$ cat src/rtl/gpi_irq_pkg.sv
// Shared register map and prescaler width for the GPI interrupt controller.
package gpi_irq_pkg;
  localparam int DIV_W = 16;

  typedef enum logic [2:0] {
    REG_DATA    = 3'd0,
    REG_RISE_EN = 3'd1,
    REG_FALL_EN = 3'd2,
    REG_STATUS  = 3'd3,
    REG_MASK    = 3'd4,
    REG_DIV     = 3'd5
  } reg_idx_e;
endpackage

$ cat src/rtl/gpi_filter.sv
// One input bit: 2-flop synchronizer, tick-sampled 2-entry history and debounced level.
module gpi_filter (
  input  logic clk,
  input  logic reset,
  input  logic tick,
  input  logic din,
  output logic filt,
  output logic filt_nxt
);
  logic       s1, s2;
  logic [1:0] hist;

  // filt only moves once three consecutive ticked samples agree
  always_comb begin
    filt_nxt = filt;
    if (tick && (hist[0] == s2) && (hist[1] == s2)) filt_nxt = s2;
  end

  always_ff @(posedge clk) begin
    if (reset) begin
      s1   <= 1'b0;
      s2   <= 1'b0;
      hist <= '0;
      filt <= 1'b0;
    end else begin
      s1   <= din;
      s2   <= s1;
      if (tick) hist <= {hist[0], s2};
      filt <= filt_nxt;
    end
  end
endmodule

$ cat src/rtl/gpi_irq_ctrl.sv
// GPI interrupt controller: prescaled debounce, edge status (W1C), masked level irq.
module gpi_irq_ctrl
  import gpi_irq_pkg::*;
#(
  parameter int W = 8
) (
  input  logic         clk,
  input  logic         reset,
  input  logic         cs,
  input  logic         read,
  input  logic         write,
  input  logic [4:0]   addr,
  input  logic [31:0]  wr_data,
  output logic [31:0]  rd_data,
  input  logic [W-1:0] din,
  output logic         irq
);
  logic [W-1:0]     filt, filt_nxt;
  logic [W-1:0]     rise_en, fall_en, status, mask;
  logic [W-1:0]     events, w1c;
  logic [DIV_W-1:0] div, count;
  logic [2:0]       idx;
  logic             wr_en, tick;

  // reads are side-effect free and only addr[2:0] is decoded
  logic unused_bits;
  assign unused_bits = &{1'b0, read, addr[4:3], wr_data};

  assign idx   = addr[2:0];
  assign wr_en = cs & write;
  assign tick  = (count == div);

  for (genvar gi = 0; gi < W; gi++) begin : g_filt
    gpi_filter u_filt (
      .clk      (clk),
      .reset    (reset),
      .tick     (tick),
      .din      (din[gi]),
      .filt     (filt[gi]),
      .filt_nxt (filt_nxt[gi])
    );
  end

  assign events = (~filt & filt_nxt & rise_en) | (filt & ~filt_nxt & fall_en);
  assign w1c    = (wr_en && idx == REG_STATUS) ? wr_data[W-1:0] : '0;

  always_ff @(posedge clk) begin
    if (reset) begin
      count   <= '0;
      div     <= '0;
      rise_en <= '0;
      fall_en <= '0;
      mask    <= '0;
      status  <= '0;
      irq     <= 1'b0;
    end else begin
      count <= (tick || (wr_en && idx == REG_DIV)) ? '0 : count + DIV_W'(1);
      if (wr_en) begin
        case (idx)
          REG_RISE_EN: rise_en <= wr_data[W-1:0];
          REG_FALL_EN: fall_en <= wr_data[W-1:0];
          REG_MASK:    mask    <= wr_data[W-1:0];
          REG_DIV:     div     <= wr_data[DIV_W-1:0];
          default: ;
        endcase
      end
      // a new event wins over a same-cycle clear of that bit
      status <= (status & ~w1c) | events;
      irq    <= |(status & mask);
    end
  end

  always_comb begin
    rd_data = '0;
    case (idx)
      REG_DATA:    rd_data[W-1:0]     = filt;
      REG_RISE_EN: rd_data[W-1:0]     = rise_en;
      REG_FALL_EN: rd_data[W-1:0]     = fall_en;
      REG_STATUS:  rd_data[W-1:0]     = status;
      REG_MASK:    rd_data[W-1:0]     = mask;
      REG_DIV:     rd_data[DIV_W-1:0] = div;
      default: ;
    endcase
  end
endmodule

$ cat config.mk
export PLATFORM = sky130hd
export DESIGN_NAME = gpi_irq_ctrl
export DESIGN_NICKNAME = d
export VERILOG_FILES = /design/src/rtl/gpi_irq_pkg.sv /design/src/rtl/gpi_filter.sv /design/src/rtl/gpi_irq_ctrl.sv
export SDC_FILE = /design/constraint.sdc
export NUM_CORES = 1
export LEC_CHECK = 0
export ABC_CLOCK_PERIOD_IN_PS = 2400
export CELL_PAD_IN_SITES_DETAIL_PLACEMENT = 1
export CELL_PAD_IN_SITES_GLOBAL_PLACEMENT = 2
export CORE_MARGIN = 3
export CORE_UTILIZATION = 35
export CTS_BUF_LIST = sky130_fd_sc_hd__clkbuf_16
export CTS_CLUSTER_DIAMETER = 80
export CTS_CLUSTER_SIZE = 16
export DETAILED_ROUTE_END_ITERATION = 8
export DONT_BUFFER_PORTS = 1
export HOLD_SLACK_MARGIN = 0.02
export PLACE_DENSITY_LB_ADDON = 0.1
export SLEW_MARGIN = 20
export SYNTH_ARGS = -nofsm -noshare
export SYNTH_HDL_FRONTEND = slang
export SYNTH_SLANG_ARGS = --single-unit
$ cat constraint.sdc
create_clock -name clk -period 2.4 [get_ports clk]
set_input_delay 0.72 -clock clk [delete_from_list [all_inputs] [get_ports clk]]
set_output_delay 0.72 -clock clk [all_outputs]
set_load 0.02 [all_outputs]
==> results of run 1 <==
## power by group through the flow
stage	sequential, mW	clock, mW	combinational (mW)
after global placement	1.86	0	0.354
after floorplan	1.85	0	0.352
after detailed placement	1.86	0	0.361
after global routing	1.83	1.62	0.384
final	1.82	1.49	0.354
after CTS	1.82	1.55	0.362
## registers in the layout (all words and copies together) (netlist names)
register,count
rise_en,8
irq,1
g_filt.u_filt.filt,8
g_filt.u_filt.s1,8
div,16
g_filt.u_filt.s2,8
g_filt.u_filt.hist,16
fall_en,8
count,16
status,8
mask,8
## layer usage
metal	GRT usage [%]	vias to the layer above	routed length, microns
met5	0	-	0
met4	5.11	0	203
met3	5.05	14	597
met2	27.6	51	6320
met1	21.9	1905	6180
li1	-	1922	-
## cell usage in the layout, fill, tap and decap left out, types with 13 or more instances in the layout
cell type    n
xor2_1      17
buf_4       14
a21oi_1     25
nand2b_1    26
nor3_1      21
nor2_1      41
nand3_1     13
mux2i_1     48
nor2b_1     26
nand4_1     13
dfxtp_1    105
conb_1      16
nand2_1     58
## worst max path at each step
stage,slack [ns],start,to,cells past startpoint
CTS,0.18,g_filt[5].u_filt.filt,rd_data[5],4
finish,0.20,g_filt[0].u_filt.filt,rd_data[0],3
detailed placement,0.19,addr[1],rd_data[1],4
floorplan,-0.03,addr[0],rd_data[6],5
global route,0.11,addr[1],rd_data[3],4
global placement,0.19,addr[1],rd_data[0],3
## metrics by stage
stage / hold WS [ns] / area [sq um] / TNS, ns / setup WS, ns / util, %
3_5_place_dp: 0.428 / 5240 / 0 / 0.192 / 37.3
2_1_floorplan: 0.414 / 5180 / -0.0433 / -0.0338 / -
4_1_cts: 0.421 / 5530 / 0 / 0.176 / 39.4
3_3_place_gp: 0.418 / 5240 / 0 / 0.191 / 37.3
5_1_grt: 0.414 / 5530 / 0 / 0.109 / 39.4
6_report: 0.438 / 5530 / 0 / 0.196 / 39.4
## layout make-up
cell class	count	area (sq um)	share of cell area, %
inverters	7	26.3	0.475
flip-flops and latches	105	2100	38.0
multi-input cells	420	2760	49.8
repair buffers	15	125	2.26
clock buffers	9	225	4.07
clock inverters	7	71.3	1.29
well taps	180	225	4.07
## logic make-up after synthesis
logic type	after synthesis
multiplexers	62
buffers and inverters	58
XOR/XNOR	29
flip-flops	105
AO/OA/AOI/OAI	82
other	1
AND/OR/NAND/NOR	230
adder cells (fa/ha/maj)	1
==> impl_metrics.yaml, run 1 <==
power:
  p_sw_uw: 923
  internal-power_mw: 2.73
  clock_power_share_pct: 40.6
  peakVddDrop_uv: 320
  comb_power_share_pct: 9.7
  power.share.sequential_pct: 49.7
  swShare_pct: 25.2
  p_leak_nw: 2.19
  powerDensity_mw_per_mm2: 661
  power.total_mw: 3.66
die:
  start_util_pct: 36.2
  core-area_sq_mm: 0.0140
  ios: 83
  fp-row-count: 43
  die_area_sq_mm: 0.0160
  die_y_microns: 126
  die_w_microns: 126
hold_path:
  hp-start: "g_filt[2].u_filt.s1"
  min_path_cells: 1
  hp-class: "reg -> reg"
  min_to: "g_filt[2].u_filt.s2"
worst_setup_path:
  worst-path-max-fanout: 6
  startpoint_type: "flip-flop"
  cp_top_family: "multiplexers"
  critical_path_class: "reg -> out"
  cp.buffers_inverters: 0
  worstPathArrival_ns: 1.48
  r2r_end: "g_filt[2].u_filt.hist[0]"
  cpPeakStageDelay_ns: 0.48
  endpoint_kind: "primary output"
  cp_cell_sequence: "mux4_2, nand2_1, o21ai_1"
  reg2regPathDepth: 5
  cp.required_ns: 1.68
  reg2reg_slack_ns: 0.53
  critPathSlowestCell: "mux4_2"
  r2r_start: "count[8]"
grt:
  antenna_found_initial: 0
  grt_overflow: 0
  grt_max_degree: 115
  grt_pass1_vias: 3929
  grt_usage_pct: 17.0
  grt_pass1_wl_mm: 21.7
clocking:
  clockBufferDepth: 2
  cts_resized: 0
  htreeDepth: 3
  clkLatencyLatePin_ns: 0.35
  cts_tree: "done"
  root_buffer: "clkbuf_16"
  numCtsBuffers: 9
  holdBufCountCts: 0
  cts_num_sinks: 105
  cts.repair_timing.setup_buffer_count: 0
  path_clk_slew_ns: 0.07
detailed_routing:
  drc: 0
  vias: 3892
  wire_per_inst_microns: 17.9
  finalWirelength_mm: 13.3
  via_per_inst: 5.24
  dr.pass1.iters: 4
  first_iter_violations: 167
  drtAntennaViolNets: 0
timing:
  drv_slew: 0
  max_clock_freq_ghz: 0.454
  worstMarginPinSlew_ns: 0.561
  setup_violations: 0
  hold_violations: 0
  skew_ns: 0.00838
  layout_min_cycle_time_ns: 2.20
  grt_setup_unrepaired: "no"
  finalCritPeriodShare_pct: 91.8
  slew_headroom_pct: 62.3
yosys:
  yosysSeqAreaShare_pct: 41.4
  yosys_warnings: 0
  synth_area_leader_cell: "dfxtp_1"
  synth_edf_count: 0
  synth-seq-cells: 105
  ys_async_sr_fraction_pct: 0
  synth_top_family_by_area: "simple AND/OR/NAND/NOR gates"
  syn_area_sq_mm: 0.00508
  synth_area_leaders: "dfxtp_1 (41%), mux2i_1 (9.5%), nand2_1 (4.3%)"
  synth_top_area_share_pct: 41.4
  synth_compound_area_share_pct: 10.2
  yosysUniqueCellTypes: 47
  synth_simple_gate_area_share_pct: 23.5
  synth_xor_area_share_pct: 5.00
  netlist_top_cells_count: "dfxtp_1 (105), nand2_1 (58), mux2i_1 (48)"
  synth_mux_area_share_pct: 13.4
  ys.flop_type: "dfxtp_1"
  synth.most_common_cell: "dfxtp_1"
  syn_inst: 568
  synth.avg_cell_area_sq_um: 8.94
  synthAdderAreaFrac_pct: 0.246
layout:
  drive_gt1_share_pct: 9.95
  n_antenna_cell: 0
  fillerInstances: 1587
  instances_no_fill: 743
  areaGrowthSynthToFinish_pct: 8.92
  nNetsFinal: 609
flow_run:
  cap_violations: 0
placed_design:
  dp_hpwl_mm: 9.28
  portBuffers: 0
  placedCellCount: 727
  gp_congestion: 0.759
status:
  status: "complete, no violations"
(Power assumes the default switching activity.)
==> run 2: changes to the inputs <==
GPL_ROUTABILITY_DRIVEN = 1   (was not set)
SETUP_SLACK_MARGIN = 0.4   (was not set)
==> run 2 against run 1 <==
Compared with the run above:
- highest routed layer unchanged
- utilization rose by 1.0 points
- register-to-register slack got worse by 0.02 ns
- largest power group unchanged
- count of clock-buffer cells in the layout did not move
- clock skew fell by 0.00090 ns
- sequential share of layout area fell by 0.80 points
- maximum frequency rose by 3.6%
- critical path depth fell by 1
- sequential cell count did not move
==> impl_metrics.yaml, run 2 (synthesis results as in run 1) <==
timing:
  setup_slack_ns: 0.271
  finalCritPeriodShare_pct: 88.7
  worstMarginPinSlew_ns: 0.695
  setup_violations: 0
  hold_violations: 0
  fin_tns_setup_ns: 0
  max_clock_freq_ghz: 0.470
  slew_headroom_pct: 53.7
  grt_setup_unrepaired: "yes"
  skew_ns: 0.00748
  layout_min_cycle_time_ns: 2.13
  drv_slew: 0
clocking:
  htreeDepth: 3
  numCtsBuffers: 9
  holdBufCountCts: 0
  clkLatencyLatePin_ns: 0.35
  cts_tree: "done"
  root_buffer: "clkbuf_16"
  cts_num_sinks: 105
  clockBufferDepth: 2
  path_clk_slew_ns: 0.07
  cts.repair_timing.setup_buffer_count: 0
power:
  power.share.sequential_pct: 49.7
  p_sw_uw: 929
  power.total_mw: 3.66
  swShare_pct: 25.3
  p_leak_nw: 2.18
  powerDensity_mw_per_mm2: 645
  peakVddDrop_uv: 370
  clock_power_share_pct: 40.5
  comb_power_share_pct: 9.8
  internal-power_mw: 2.74
detailed_routing:
  wl_met3_microns: 542
  drc: 0
  drtAntennaViolNets: 0
  wl_met2_mm: 6.40
  via_per_inst: 5.25
  top_layer: "met4"
  first_iter_violations: 163
  wire_per_inst_microns: 17.9
  wl_met1_mm: 6.09
  vias: 3881
  dr.pass1.iters: 4
  finalWirelength_mm: 13.2
worst_setup_path:
  critical_path_class: "in -> out"
  worst-path-max-fanout: 29
  crit_start: "addr[0]"
  reg2reg_slack_ns: 0.51
  startpoint_type: "input port"
  cp.required_ns: 1.68
  r2r_end: "g_filt[5].u_filt.hist[0]"
  cpPeakStageDelay_ns: 0.51
  worstPathArrival_ns: 1.41
  endpoint_kind: "primary output"
  r2r_start: "count[2]"
  reg2regPathDepth: 5
  worstSetupEndpoint: "rd_data[2]"
  cp_cell_sequence: "mux4_2, o2bb2ai_4"
  cp.buffers_inverters: 0
  crit_cells: 2
  critPathSlowestCell: "mux4_2"
  cp_top_family: "multiplexers"
layout:
  layout_common_cells: "dfxtp_1 (97), nand2_1 (57), mux2i_1 (47), nor2_1 (41), nand2b_1 (26)"
  final_cell_area_sq_mm: 0.00568
  drive_gt1_share_pct: 14.7
  nNetsFinal: 605
  top_regs: "count: 16 flops, div: 16 flops, g_filt.u_filt.hist: 16 flops"
  areaGrowthSynthToFinish_pct: 11.8
  n_antenna_cell: 0
  layout_commonest_cell: "dfxtp_1"
placed_design:
  dp_hpwl_mm: 9.39
  post_dp_cell_area_sq_mm: 0.00529
  gp_congestion: 0.765
  place_ws_ns: 0.253
  portBuffers: 0
hold_path:
  hp-class: "in -> reg"
  hp-start: "reset"
status:
  status: "complete, no violations"
grt:
  grt_pass1_vias: 4077
  grt_usage_pct: 17.0
  grt_max_degree: 115
  antenna_found_initial: 0
  grt_overflow: 0
  grt_pass1_wl_mm: 21.8
die:
  core-area_sq_mm: 0.0140
  fp-row-count: 43
  die_area_sq_mm: 0.0160
  die_w_microns: 126
  die_y_microns: 126
  start_util_pct: 36.2
  ios: 83
flow_run:
  cap_violations: 0
-- run 2: how the worst min path moves through the flow --
stage / to / depth (start not counted)
floorplan: g_filt[0].u_filt.s2 / 1
CTS: g_filt[7].u_filt.s2 / 1
detailed placement: g_filt[0].u_filt.s2 / 1
finish: g_filt[7].u_filt.s2 / 1
global placement: g_filt[0].u_filt.s2 / 1
global route: g_filt[7].u_filt.s2 / 1
-- run 2: cell type report --
class / count / area, sq um
repair buffers: 11 / 98.8
clock buffers: 9 / 225
clock inverters: 7 / 67.6
well taps: 180 / 225
multi-input cells: 420 / 2920
inverters: 7 / 26.3
fillers: 1602 / 8360
flip-flops and latches: 105 / 2110
-- run 2: power by group through the flow --
stage / clock network [mW] / registers, mW / logic, mW
2_1_floorplan: 0 / 1.85 / 0.374
3_3_place_gp: 0 / 1.86 / 0.359
3_5_place_dp: 0 / 1.86 / 0.363
4_1_cts: 1.55 / 1.82 / 0.366
5_1_grt: 1.61 / 1.83 / 0.389
6_report: 1.48 / 1.82 / 0.361
-- run 2: through the flow --
stage          hold WS, ns  util, %  cells
6_report             0.434     40.4    739
5_1_grt              0.415     40.4    739
4_1_cts              0.419     40.3    739
3_5_place_dp         0.432     37.7    723
3_3_place_gp         0.419     37.7    723
2_1_floorplan        0.414        -    583
-- run 2: per-layer routing --
metal | up-vias | global-route usage (%)
met5 | - | 0
met4 | 0 | 4.73
met3 | 19 | 4.63
met2 | 60 | 28.5
met1 | 1885 | 21.6
li1 | 1917 | -
-- run 2: timing repair --
action                     4_1_cts  5_1_grt
hold endpoints to repair         0        0
pin swaps                        4        2
setup endpoints to repair       16       16
gates resized for setup         25        6
